--- config.mk ---
export PLATFORM = sky130hd
export DESIGN_NAME = router_reg_flat
export DESIGN_NICKNAME = d
export VERILOG_FILES = /design/src/rtl/router_reg_if.sv /design/src/rtl/router_reg.sv /design/src/flat_wrapper.sv
export SDC_FILE = /design/constraint.sdc
export NUM_CORES = 1
export LEC_CHECK = 0
export ABC_AREA = 0
export CAP_MARGIN = 20
export CORE_MARGIN = 1
export CORE_UTILIZATION = 30
export DETAILED_ROUTE_END_ITERATION = 6
export HOLD_SLACK_MARGIN = 0.1
export PLACE_DENSITY_LB_ADDON = 0.25
export SYNTH_ARGS = -nofsm -noshare
export SYNTH_HDL_FRONTEND = slang
export SYNTH_SLANG_ARGS = --single-unit
--- constraint.sdc ---
create_clock -name clock -period 3.4 [get_ports clock]
set_input_delay 0.85 -clock clock [delete_from_list [all_inputs] [get_ports clock]]
set_output_delay 0.85 -clock clock [all_outputs]
set_load 0.01 [all_outputs]
--- src/rtl/router_reg_if.sv ---
// rtl/router_reg_if.sv - source, FSM-decode and destination-side signals of the router register block
interface router_reg_if;
  logic       pkt_valid;
  logic [7:0] data_in;
  logic       fifo_full;
  logic       detect_add;
  logic       lfd_state;
  logic       ld_state;
  logic       laf_state;
  logic       full_state;
  logic       rst_int_reg;
  logic [7:0] dout;
  logic       parity_done;
  logic       low_packet_valid;
  logic       err;

  // Drives the source byte stream and FSM decodes, observes the register outputs
  modport master (
    output pkt_valid, data_in, fifo_full,
    output detect_add, lfd_state, ld_state, laf_state, full_state, rst_int_reg,
    input  dout, parity_done, low_packet_valid, err
  );

  // The register block itself
  modport slave (
    input  pkt_valid, data_in, fifo_full,
    input  detect_add, lfd_state, ld_state, laf_state, full_state, rst_int_reg,
    output dout, parity_done, low_packet_valid, err
  );
endinterface

--- src/rtl/router_reg.sv ---
// rtl/router_reg.sv - router datapath registers: header/hold capture, byte output and parity check
module router_reg (
  input logic         clock,
  input logic         resetn,
  router_reg_if.slave bus
);

  logic [7:0] dout_q, dout_d;
  logic [7:0] header_q, header_d;
  logic [7:0] hold_q, hold_d;
  logic       hold_is_parity_q, hold_is_parity_d;
  logic [7:0] int_parity_q, int_parity_d;
  logic [7:0] pkt_parity_q, pkt_parity_d;
  logic       parity_done_q, parity_done_d;
  logic       low_pv_q, low_pv_d;
  logic       err_q, err_d;
  // Remembers that the held byte was already replayed in this LOAD_AFTER_FULL visit
  logic       laf_done_q, laf_done_d;

  // Next-state decode; priority chain resolves overlapping decodes
  always_comb begin
    dout_d           = dout_q;
    header_d         = header_q;
    hold_d           = hold_q;
    hold_is_parity_d = hold_is_parity_q;
    int_parity_d     = int_parity_q;
    pkt_parity_d     = pkt_parity_q;
    parity_done_d    = parity_done_q;
    low_pv_d         = low_pv_q;
    err_d            = err_q;
    laf_done_d       = 1'b0;

    if (bus.detect_add) begin
      // Address 2'b11 is not a valid destination, so the old header is kept
      if (bus.pkt_valid && (bus.data_in[1:0] != 2'b11)) begin
        header_d = bus.data_in;
      end
      if (bus.pkt_valid) begin
        err_d = 1'b0;
      end
      int_parity_d     = 8'h00;
      pkt_parity_d     = 8'h00;
      parity_done_d    = 1'b0;
      low_pv_d         = 1'b0;
      hold_is_parity_d = 1'b0;
    end else if (bus.lfd_state) begin
      dout_d       = header_q;
      int_parity_d = header_q;
    end else if (bus.ld_state) begin
      // pkt_valid low marks the parity byte whether or not it can be written yet
      if (!bus.pkt_valid) begin
        low_pv_d = 1'b1;
      end
      if (bus.fifo_full) begin
        hold_d           = bus.data_in;
        hold_is_parity_d = ~bus.pkt_valid;
      end else begin
        dout_d = bus.data_in;
        if (bus.pkt_valid) begin
          int_parity_d = int_parity_q ^ bus.data_in;
        end else begin
          pkt_parity_d  = bus.data_in;
          parity_done_d = 1'b1;
        end
      end
    end else if (bus.laf_state) begin
      // Replay the byte that was blocked by a full FIFO, only on the first cycle
      if (!laf_done_q) begin
        dout_d = hold_q;
        if (hold_is_parity_q) begin
          pkt_parity_d  = hold_q;
          parity_done_d = 1'b1;
        end else begin
          int_parity_d = int_parity_q ^ hold_q;
        end
        hold_is_parity_d = 1'b0;
      end
      laf_done_d = 1'b1;
    end else if (bus.rst_int_reg) begin
      err_d    = (int_parity_q != pkt_parity_q);
      low_pv_d = 1'b0;
    end else if (bus.full_state) begin
      laf_done_d = laf_done_q;
    end
  end

  // State registers with asynchronous clear
  always_ff @(posedge clock or negedge resetn) begin
    if (!resetn) begin
      dout_q           <= 8'h00;
      header_q         <= 8'h00;
      hold_q           <= 8'h00;
      hold_is_parity_q <= 1'b0;
      int_parity_q     <= 8'h00;
      pkt_parity_q     <= 8'h00;
      parity_done_q    <= 1'b0;
      low_pv_q         <= 1'b0;
      err_q            <= 1'b0;
      laf_done_q       <= 1'b0;
    end else begin
      dout_q           <= dout_d;
      header_q         <= header_d;
      hold_q           <= hold_d;
      hold_is_parity_q <= hold_is_parity_d;
      int_parity_q     <= int_parity_d;
      pkt_parity_q     <= pkt_parity_d;
      parity_done_q    <= parity_done_d;
      low_pv_q         <= low_pv_d;
      err_q            <= err_d;
      laf_done_q       <= laf_done_d;
    end
  end

  assign bus.dout             = dout_q;
  assign bus.parity_done      = parity_done_q;
  assign bus.low_packet_valid = low_pv_q;
  assign bus.err              = err_q;

endmodule
--- src/flat_wrapper.sv ---
// flat-port wrapper written by rule: the top's interface ports become plain ports
module router_reg_flat 
  (clock, resetn, bus_pkt_valid, bus_data_in, bus_fifo_full, bus_detect_add, bus_lfd_state, bus_ld_state, bus_laf_state, bus_full_state, bus_rst_int_reg, bus_dout, bus_parity_done, bus_low_packet_valid, bus_err);
  router_reg_if bus_i ();
  input logic clock;
  input logic resetn;
  input wire logic [$bits(bus_i.pkt_valid)-1:0] bus_pkt_valid;
  input wire logic [$bits(bus_i.data_in)-1:0] bus_data_in;
  input wire logic [$bits(bus_i.fifo_full)-1:0] bus_fifo_full;
  input wire logic [$bits(bus_i.detect_add)-1:0] bus_detect_add;
  input wire logic [$bits(bus_i.lfd_state)-1:0] bus_lfd_state;
  input wire logic [$bits(bus_i.ld_state)-1:0] bus_ld_state;
  input wire logic [$bits(bus_i.laf_state)-1:0] bus_laf_state;
  input wire logic [$bits(bus_i.full_state)-1:0] bus_full_state;
  input wire logic [$bits(bus_i.rst_int_reg)-1:0] bus_rst_int_reg;
  output wire logic [$bits(bus_i.dout)-1:0] bus_dout;
  output wire logic [$bits(bus_i.parity_done)-1:0] bus_parity_done;
  output wire logic [$bits(bus_i.low_packet_valid)-1:0] bus_low_packet_valid;
  output wire logic [$bits(bus_i.err)-1:0] bus_err;
  assign bus_i.pkt_valid = bus_pkt_valid;
  assign bus_i.data_in = bus_data_in;
  assign bus_i.fifo_full = bus_fifo_full;
  assign bus_i.detect_add = bus_detect_add;
  assign bus_i.lfd_state = bus_lfd_state;
  assign bus_i.ld_state = bus_ld_state;
  assign bus_i.laf_state = bus_laf_state;
  assign bus_i.full_state = bus_full_state;
  assign bus_i.rst_int_reg = bus_rst_int_reg;
  assign bus_dout = bus_i.dout;
  assign bus_parity_done = bus_i.parity_done;
  assign bus_low_packet_valid = bus_i.low_packet_valid;
  assign bus_err = bus_i.err;
  router_reg u_core (.clock(clock), .resetn(resetn), .bus(bus_i));
endmodule
==> results of run 1 <==
kinds of logic (layout without fill, tap and decap cells):
family	count (synthesis)	in the layout	synth area share
flops	45	45	0.494
simple gates	42	42	0.0961
mux	39	39	0.201
compound gates	38	38	0.124
xor+xnor	16	16	0.0615
buf+inv	9	43	0.0236
power by group:
part,total (mW),switching [mW],internal (mW)
Clock,0.406,0.185,0.221
Combinational,0.342,0.150,0.191
Sequential,0.684,0.0600,0.625
Total,1.43,0.395,1.04
state kept, by name, indices dropped and copies added (netlist names):
register                     flops
u_core.int_parity_q              8
u_core.bus.dout                  8
u_core.bus.err                   1
u_core.laf_done_q                1
u_core.hold_is_parity_q          1
u_core.bus.parity_done           1
u_core.hold_q                    8
u_core.pkt_parity_q              8
u_core.header_q                  8
u_core.bus.low_packet_valid      1
metal layers:
metal,vias to the layer above,part of all wire,track usage
li1,731,-,-
met1,780,0.49,0.194
met2,19,0.47,0.201
met3,6,0.021,0.0277
met4,0,0.016,0.0433
met5,-,0,0
cell usage in the layout (no fill, tap or decap), drive strengths merged, types with 2 or more instances in the layout:
master	synthesis	layout
nor3	2	2
dfrtp	45	45
nor4	3	3
a22o	8	8
o21ai	19	19
nor2	19	19
xor2	16	16
clkdlybuf4s50	0	27
nand2	11	11
buf	4	6
a31oi	2	2
a21oi	3	3
clkbuf	3	6
mux2	30	30
mux2i	9	9
nand2b	3	3
inv	2	2
path summary, 6_finish.rpt:
check | from | to | cells after the start
max | bus_ld_state | u_core.int_parity_q[6]$_DFFE_PN0P_ | 6
min | u_core.bus.dout[7]$_DFFE_PN0P_ | u_core.bus.dout[7]$_DFFE_PN0P_ | 1
max reg2reg | u_core.laf_done_q$_DFFE_PN0P_ | u_core.pkt_parity_q[1]$_DFFE_PN0P_ | 4
min reg2reg | u_core.bus.dout[7]$_DFFE_PN0P_ | u_core.bus.dout[7]$_DFFE_PN0P_ | 1
max in group asynchronous | resetn | u_core.int_parity_q[1]$_DFFE_PN0P_ | 2
min in group asynchronous | resetn | u_core.bus.parity_done$_DFFE_PN0P_ | 1
final cells by class:
cell class,instances,share of cell area
clock buffer,6,0.0259
clock inverter,2,0.0138
inverter,2,0.00268
multi-input combinational,135,0.393
sequential,45,0.402
tap,99,0.0442
timing repair buffer,33,0.119
critical path, stage by stage:
cell             delay, ps
clkdlybuf4s50_1        580
buf_4                  280
mux2i_2                350
xor2_1                 170
o21ai_0                 80
a22o_1                 210
metrics by stage:
step	instance area [um^2]	utilization	power (mW)
4_1_cts	2770	0.380	1.45
5_1_grt	2800	0.384	1.53
2_1_floorplan	2280	-	0.899
6_report	2800	0.384	1.43
3_5_place_dp	2660	0.365	1.04
3_3_place_gp	2660	0.365	1.03
==> results.toml, run 1 <==
[routing]
first_pass_iters = 4
via_count = 1536
drt_first_iter_violations = 82
vias_per_cell = 4.77
antenna_left = 0
wl_per_cell_um = 14.2
routed_wl_um = 4580
drcViolationCount = 0

[setup_path]
cp-end-kind = "flip-flop"
critPathRequiredTime_ps = 3590
crit_path_start_kind = "primary input"
crit_type = "primary input to flip-flop"
crit_arrival_ps = 2530
cp_max_fo = 9
regToRegSetupSlack_ps = 1900

[timing]
fmax_ghz = 0.429
fin_tns_setup_ps = 0
drv_slew = 0
rsz0062_at_grt = "false"
setup_ws_ps = 1070
fin_skew_ps = 9.97
setup_viol = 0
hold_violations = 0
tightest_slew_ps = 595
maxSlewHeadroom = 0.603
finalCritPeriodShare = 0.686
holdWs_ps = 510
post-route-min-period_ps = 2330

[floorplan]
core-area_um2 = 7290
fp.dieH_um = 89.2
row_count = 31
die-area_um2 = 7950
die_w_um = 89.2
start_util = 0.313
ios = 29

[logic_synthesis]
seq_area_frac_synth = 0.494
syn_area_um2 = 2280
yosysWarnings = 0
synthesis.nets = 207
synthTopCellsByArea = "dfrtp_1 (49%), mux2_2 (14%), xor2_1 (6.1%)"
postSynthAreaPerCell_um2 = 12.1
ys_types = 35
synth_top_area_cell = "dfrtp_1"
synthMostInstantiatedCell = "dfrtp_1"
synthArstFlopShare = 1.00
synth_ff_type = "dfrtp_1"
synth_top_area_share = 0.494
synthTopCellsByCount = "dfrtp_1 (45), mux2_2 (28), nor2_1 (18), o21ai_0 (18), xor2_1 (16)"
ys_seq_elements = 45
synth_cells = 189
synth_edf_count = 0

[cts]
post_cts_buffers = 0
numCtsBuffers = 5
h-tree-depth = 2
clk_pin_slew_worst_paths_ps = 90
cts_root_buf = "clkbuf_8"
cts_hold_buf = 0
post_cts_resized = 0
cts_tree = "built"
cts_sinks = 45
clk_path_buf_depth = 2
clock_latency_ps = 300

[run_status]
outcome = "finished clean"

[layout]
areaGrowthSynthToFinish_pct = 22.9
drive_gt1_frac = 0.251
multiInputGateArea_um2 = 1100
final_cells = 322
final_nets = 240
register_area_um2 = 1130
fillers = 763
diodes = 0

[placement]
placed_cells = 313
io_buffer_count = 28
place_congestion = 0.750
dpl.hpwl_um = 3390
place_ws_ps = 758

[global_routing]
grt_max_degree = 46
grt_pass1_wl_um = 7860
antenna_found_initial = 0
grt.total_usage = 0.134
grt_pass1_vias = 1516
grt_remaining_overflow = 0

[power_and_ir_drop]
p_per_area_nw_per_um2 = 511
p_leak_nw = 1.23
ir_drop_mv = 0.213

[flow_run]
maxCapViolCount = 0

[min_path]
hold_path.class = "flip-flop to flip-flop"
Note: power is estimated with default switching activity, not from simulation.
==> run 2: changes to the inputs <==
clock period = 1.91 ns   (was 3.4 ns; I/O delays follow)
==> run 2 against run 1 <==
Compared with the run above:
- first-iteration DRC count grew 6.1%
- final cell count grew 6.2%
- sequential power grew 78%
- via count grew 0.85%
- utilization grew 2.8 points
- combinational power grew 92%
- clock-buffer cell count grew 1
- routed wire length grew 2.3%
- non-clock buffer count grew 20
- register-to-register slack lost 1500 ps
- critical endpoint is now u_core.bus.dout[3]$_DFFE_PN0P_
==> results.toml, run 2 (synthesized netlist as in run 1, its figures left out) <==
[run_status]
outcome = "finished clean"

[floorplan]
ios = 29
fp.dieH_um = 89.2
row_count = 31
die_w_um = 89.2
die-area_um2 = 7950
start_util = 0.313
core-area_um2 = 7290

[placement]
place_ws_ps = -318
place_congestion = 0.806
placed_cells = 333
dpl.hpwl_um = 3600
io_buffer_count = 28

[timing]
setup_ws_ps = 166
drv_slew = 0
tightest_slew_ps = 424
finalCritPeriodShare = 0.913
hold_violations = 0
fin_tns_setup_ps = 0
fmax_ghz = 0.573
maxSlewHeadroom = 0.718
setup_viol = 0
fin_skew_ps = 6.43
post-route-min-period_ps = 1740
rsz0062_at_grt = "false"

[global_routing]
grt_max_degree = 24
grt_remaining_overflow = 0
grt_pass1_vias = 1576
antenna_found_initial = 0
grt_pass1_wl_um = 7890
grt.total_usage = 0.134

[cts]
cts_sinks = 45
post_cts_buffers = 0
cts_root_buf = "clkbuf_8"
cts_tree = "built"
h-tree-depth = 2
clk_pin_slew_worst_paths_ps = 80
clock_latency_ps = 290
numCtsBuffers = 5
clk_path_buf_depth = 2

[power_and_ir_drop]
p_leak_nw = 1.35
total_power_mw = 2.62
p_per_area_nw_per_um2 = 871
ir_drop_mv = 0.514

[routing]
drt_first_iter_violations = 87
drcViolationCount = 0
via_count = 1549
first_pass_iters = 5
routed_wl_um = 4690
wl_per_cell_um = 13.7
vias_per_cell = 4.53
antenna_left = 0

[min_path]
hold_path.class = "flip-flop to flip-flop"

[setup_path]
cp.buffers_inverters = 2
cp_cell_sequence = "clkdlybuf4s50_1 -> nand2_1 -> a21boi_2 -> o21bai_4 -> buf_4 -> mux2_2"
critPathRequiredTime_ps = 2090
cp_slowest_cell = "clkdlybuf4s50_1"
crit_path_start_kind = "primary input"
cp-end-kind = "flip-flop"
crit_arrival_ps = 1930
cp_max_fo = 5
crit_family = "buffers and inverters"
crit_type = "primary input to flip-flop"
crit_path_max_incr_delay_ps = 550

[layout]
final_cell_mix = "dfrtp_1 (45), mux2_2 (28), clkdlybuf4s50_1 (26)"
diodes = 0
areaGrowthSynthToFinish_pct = 31.8
utilization = 0.412
final_nets = 260
fillers = 756
layout_commonest_cell = "dfrtp_1"
drive_gt1_frac = 0.309
register_area_um2 = 1130
multiInputGateArea_um2 = 1100
final_cells = 342

[flow_run]
maxCapViolCount = 0
run 2: cell types whose count changed in the layout (fill, tap and decap cells not counted):
cell and delta:
buf_4 +15, buf_12 +5, buf_16 -1, clkbuf_8 +1
clkdlybuf4s50_1 -1, clkinv_4 -1, dlygate4sd3_1 +1, dlymetal6s2s_1 +1
run 2: report_power, final:
group          total [mW]  switching (mW)  leakage (nW)  internal (mW)
Sequential           1.22           0.109         0.564           1.11
Clock               0.739           0.312        0.0585          0.427
Combinational       0.656           0.276         0.730          0.381
run 2: per-layer routing:
metal	global-route usage	vias up	share of wire
li1	-	771	-
met1	0.196	753	0.51
met2	0.199	18	0.45
met3	0.0222	7	0.023
met4	0.0519	0	0.015
met5	0	-	0
run 2: metrics by stage:
stage | hold WS [ps] | instance area, um^2
3_5_place_dp | 411 | 2880
6_report | 508 | 3000
5_1_grt | 534 | 3000
4_1_cts | 508 | 3000
2_1_floorplan | 182 | 2280
3_3_place_gp | 414 | 2880
run 2: repair_timing:
action,in CTS,in global routing
endpoints found under the setup margin,0,15
gates resized for setup,0,1
hold endpoints to repair,11,0
hold buffers,1,0
run 2: cell type report:
class / count / area share
Timing Repair Buffer: 53 / 0.177
Clock buffer: 7 / 0.0287
Tap cell: 99 / 0.0412
Clock inverter: 1 / 0.0100
Sequential cell: 45 / 0.375
Multi-Input combinational cell: 135 / 0.366
Inverter: 2 / 0.00250
run 2: worst paths after layout:
kind                                                startpoint  depth (start not counted)  slack [ps]                                 end
worst max register to register   u_core.laf_done_q$_DFFE_PN0P_                          5         390  u_core.pkt_parity_q[0]$_DFFE_PN0P_
worst max-delay path                             bus_fifo_full                          6         170      u_core.bus.dout[3]$_DFFE_PN0P_
worst min register to register  u_core.bus.dout[4]$_DFFE_PN0P_                          1         510      u_core.bus.dout[4]$_DFFE_PN0P_
min in group asynchronous                               resetn                          2         620      u_core.bus.dout[4]$_DFFE_PN0P_
max in group asynchronous                               resetn                          3         790        u_core.hold_q[7]$_DFFE_PN0P_
worst min-delay path            u_core.bus.dout[4]$_DFFE_PN0P_                          1         510      u_core.bus.dout[4]$_DFFE_PN0P_
==> variant, RTL diff (settings of run 2) <==
Take the reset off `dout_q`, `hold_q` and `pkt_parity_q` and load them in a clocked block of their own.
--- a/src/rtl/router_reg.sv
+++ b/src/rtl/router_reg.sv
@@ -89,8 +89,5 @@
     if (!resetn) begin
-      dout_q           <= 8'h00;
       header_q         <= 8'h00;
-      hold_q           <= 8'h00;
       hold_is_parity_q <= 1'b0;
       int_parity_q     <= 8'h00;
-      pkt_parity_q     <= 8'h00;
       parity_done_q    <= 1'b0;
@@ -100,8 +97,5 @@
     end else begin
-      dout_q           <= dout_d;
       header_q         <= header_d;
-      hold_q           <= hold_d;
       hold_is_parity_q <= hold_is_parity_d;
       int_parity_q     <= int_parity_d;
-      pkt_parity_q     <= pkt_parity_d;
       parity_done_q    <= parity_done_d;
@@ -111,2 +105,8 @@
     end
+  end
+
+  always_ff @(posedge clock) begin
+    dout_q       <= dout_d;
+    hold_q       <= hold_d;
+    pkt_parity_q <= pkt_parity_d;
   end
Formal check against the unedited RTL: not equivalent (a bounded check fails within 4 cycles, from zero or initial values and one cycle with resetn low).
==> variant against run 2 <==
Final area decreased by 6.0%; clock power decreased by 12%; sequential cell count unchanged; sequential share of layout area increased by 3.8 points; total power decreased by 15%; routed wire length increased by 6.1%; area after synthesis decreased by 8.7%; setup slack got worse by 0.068 ns; maximum frequency decreased by 3.7%; largest cell class unchanged.
==> variant: results (changes against run 2) <==
The share of flip-flops with an asynchronous set or reset after synthesis is 46.7% (was 100%), and the slack of the critical path is 0.0986 ns (was 0.166 ns). The per-instance average area after synthesis was 11.0 µm² (was 12.1 µm²). The logs give 2.13 mm (was 2.11 mm) for the routed wire length on met2 and -0.252 ns (was -0.318 ns) for the worst setup timing slack at the placement stage. The initial antenna violation count was 0 (unchanged); the number of distinct library cells after synthesis was 37 (was 35).

The met3 routing resource usage after global routing came out at 2.72% (was 2.22%). The flow ran to the end, and the final reports show no timing, DRC or antenna violations. Met2 track demand over resource: 20.2% (was 19.9%). The highest net fanout along the worst path is 9 (was 5). The run gives 56.0% (was 49.4%) as the sequential share of the synthesized area. The cell count after placement came out at 321 (was 333).

The logs give 1.64 mW (was 1.92 mW) for the total internal power and 0.780 (was 0.806) for the final weighted congestion in routability-driven placement. The run gives 2.56 mm (was 2.40 mm) as the routed length on met1. The aggregate global-route resource usage came out at 14.3% (was 13.4%).

Most numerous cell types in the synthesized netlist: 35 x sky130_fd_sc_hd__nor2_1, 21 x sky130_fd_sc_hd__dfrtp_1, 16 x sky130_fd_sc_hd__edfxtp_1, 12 x sky130_fd_sc_hd__a211oi_1, 11 x sky130_fd_sc_hd__a21oi_1 (was 45 x sky130_fd_sc_hd__dfrtp_1, 28 x sky130_fd_sc_hd__mux2_2, 18 x sky130_fd_sc_hd__nor2_1, 18 x sky130_fd_sc_hd__o21ai_0, 16 x sky130_fd_sc_hd__xor2_1). Met3 layer wire length in the routed design: 167 µm (was 108 µm). The detail-routed via count per cell is 5.00 (was 4.53).

For the global routing met1 resource utilization, the log shows 21.0% (was 19.6%). The routed length per instance came out at 15.1 µm (was 13.7 µm). The count of vias placed by the detailed router was 1,645 (was 1,549); the combinational share of power was 18.6% (was 25.1%). The run gives 2710 µm² (was 2880 µm²) as the area of placed instances.

The logs give 0.442 mV (was 0.514 mV) for the maximum vdd drop and 22 (was 24) for the maximum number of pins on one net before global-route repair. The number of enable flip-flop cells after synthesis was 16 (was 0). The worst path arrival time is 2.05 ns (was 1.93 ns), and the total iterations of the first detailed-routing run is 4 (was 5). Fraction of layout cells with a size suffix above 1: 21.8% (was 30.9%). The logs give 1,485 (was 1,576) for the number of global-route vias before repair and 269 (was 260) for the final net count. The tools report the switching component of the power as 0.575 mW (was 0.696 mW). The leakage power total was 1.11 nW (was 1.35 nW); the HPWL after detailed placement was 3.74 mm (was 3.60 mm).

For the headroom to the max-slew limit, the log shows 75.3% (was 71.8%). The run gives 0.503 ns (was 0.508 ns) as the worst hold slack. The run gives 7.77 mm (was 7.89 mm) as the global-route wire length before repair.

Synth area leaders: sky130_fd_sc_hd__dfrtp_1 25%, sky130_fd_sc_hd__edfxtp_1 23%, sky130_fd_sc_hd__dfxtp_1 7.7% (was sky130_fd_sc_hd__dfrtp_1 49%, sky130_fd_sc_hd__mux2_2 14%, sky130_fd_sc_hd__xor2_1 6.1%).
[variant: cell count changes in the layout (fill, tap and decap cells not counted), moves of 9 or more]
cell                       before  now
sky130_fd_sc_hd__nor2_1        18   35
sky130_fd_sc_hd__buf_4         19   32
sky130_fd_sc_hd__xor2_1        16    0
sky130_fd_sc_hd__dfrtp_1       45   21
sky130_fd_sc_hd__a211oi_1       0   12
sky130_fd_sc_hd__o21ai_0       18    9
sky130_fd_sc_hd__mux2_2        28    7
sky130_fd_sc_hd__edfxtp_1       0   16
[variant: path summary, 6_finish.rpt]
kind / startpoint / end / depth (start not counted)
max: bus_ld_state / u_core.int_parity_q[3] / 5
min: u_core.header_q[0] / u_core.header_q[0] / 2
max reg2reg: u_core.laf_done_q / u_core.int_parity_q[3] / 4
min reg2reg: u_core.header_q[0] / u_core.header_q[0] / 2
max in group asynchronous: resetn / u_core.header_q[5] / 2
min in group asynchronous: resetn / u_core.int_parity_q[0] / 2
[variant: cell families (layout without fill, tap and decap cells)]
group | Yosys count | in the layout | share of synthesized area, %
simple gates | 65 | 65 | 15.0
flops | 45 | 45 | 56.0
mux | 11 | 11 | 5.71
compound gates | 50 | 50 | 17.1
xor+xnor | 8 | 8 | 3.37
buf+inv | 11 | 73 | 2.76
[variant: tightest hold or removal path: stages, from the launching register on]
cell                      delay [ns]
sky130_fd_sc_hd__dfrtp_1        0.35
sky130_fd_sc_hd__nor2_1         0.05
sky130_fd_sc_hd__nor2_1         0.07
[variant: layout make-up]
| class | count | area, µm² |
|---|---|---|
| Timing Repair Buffer | 63 | 581 |
| Clock inverter | 1 | 5.00 |
| Inverter | 2 | 7.51 |
| Clock buffer | 7 | 96.3 |
| Tap cell | 77 | 96.3 |
| Sequential cell | 45 | 1170 |
| Fill cell | 641 | 3710 |
| Multi-Input combinational cell | 134 | 873 |
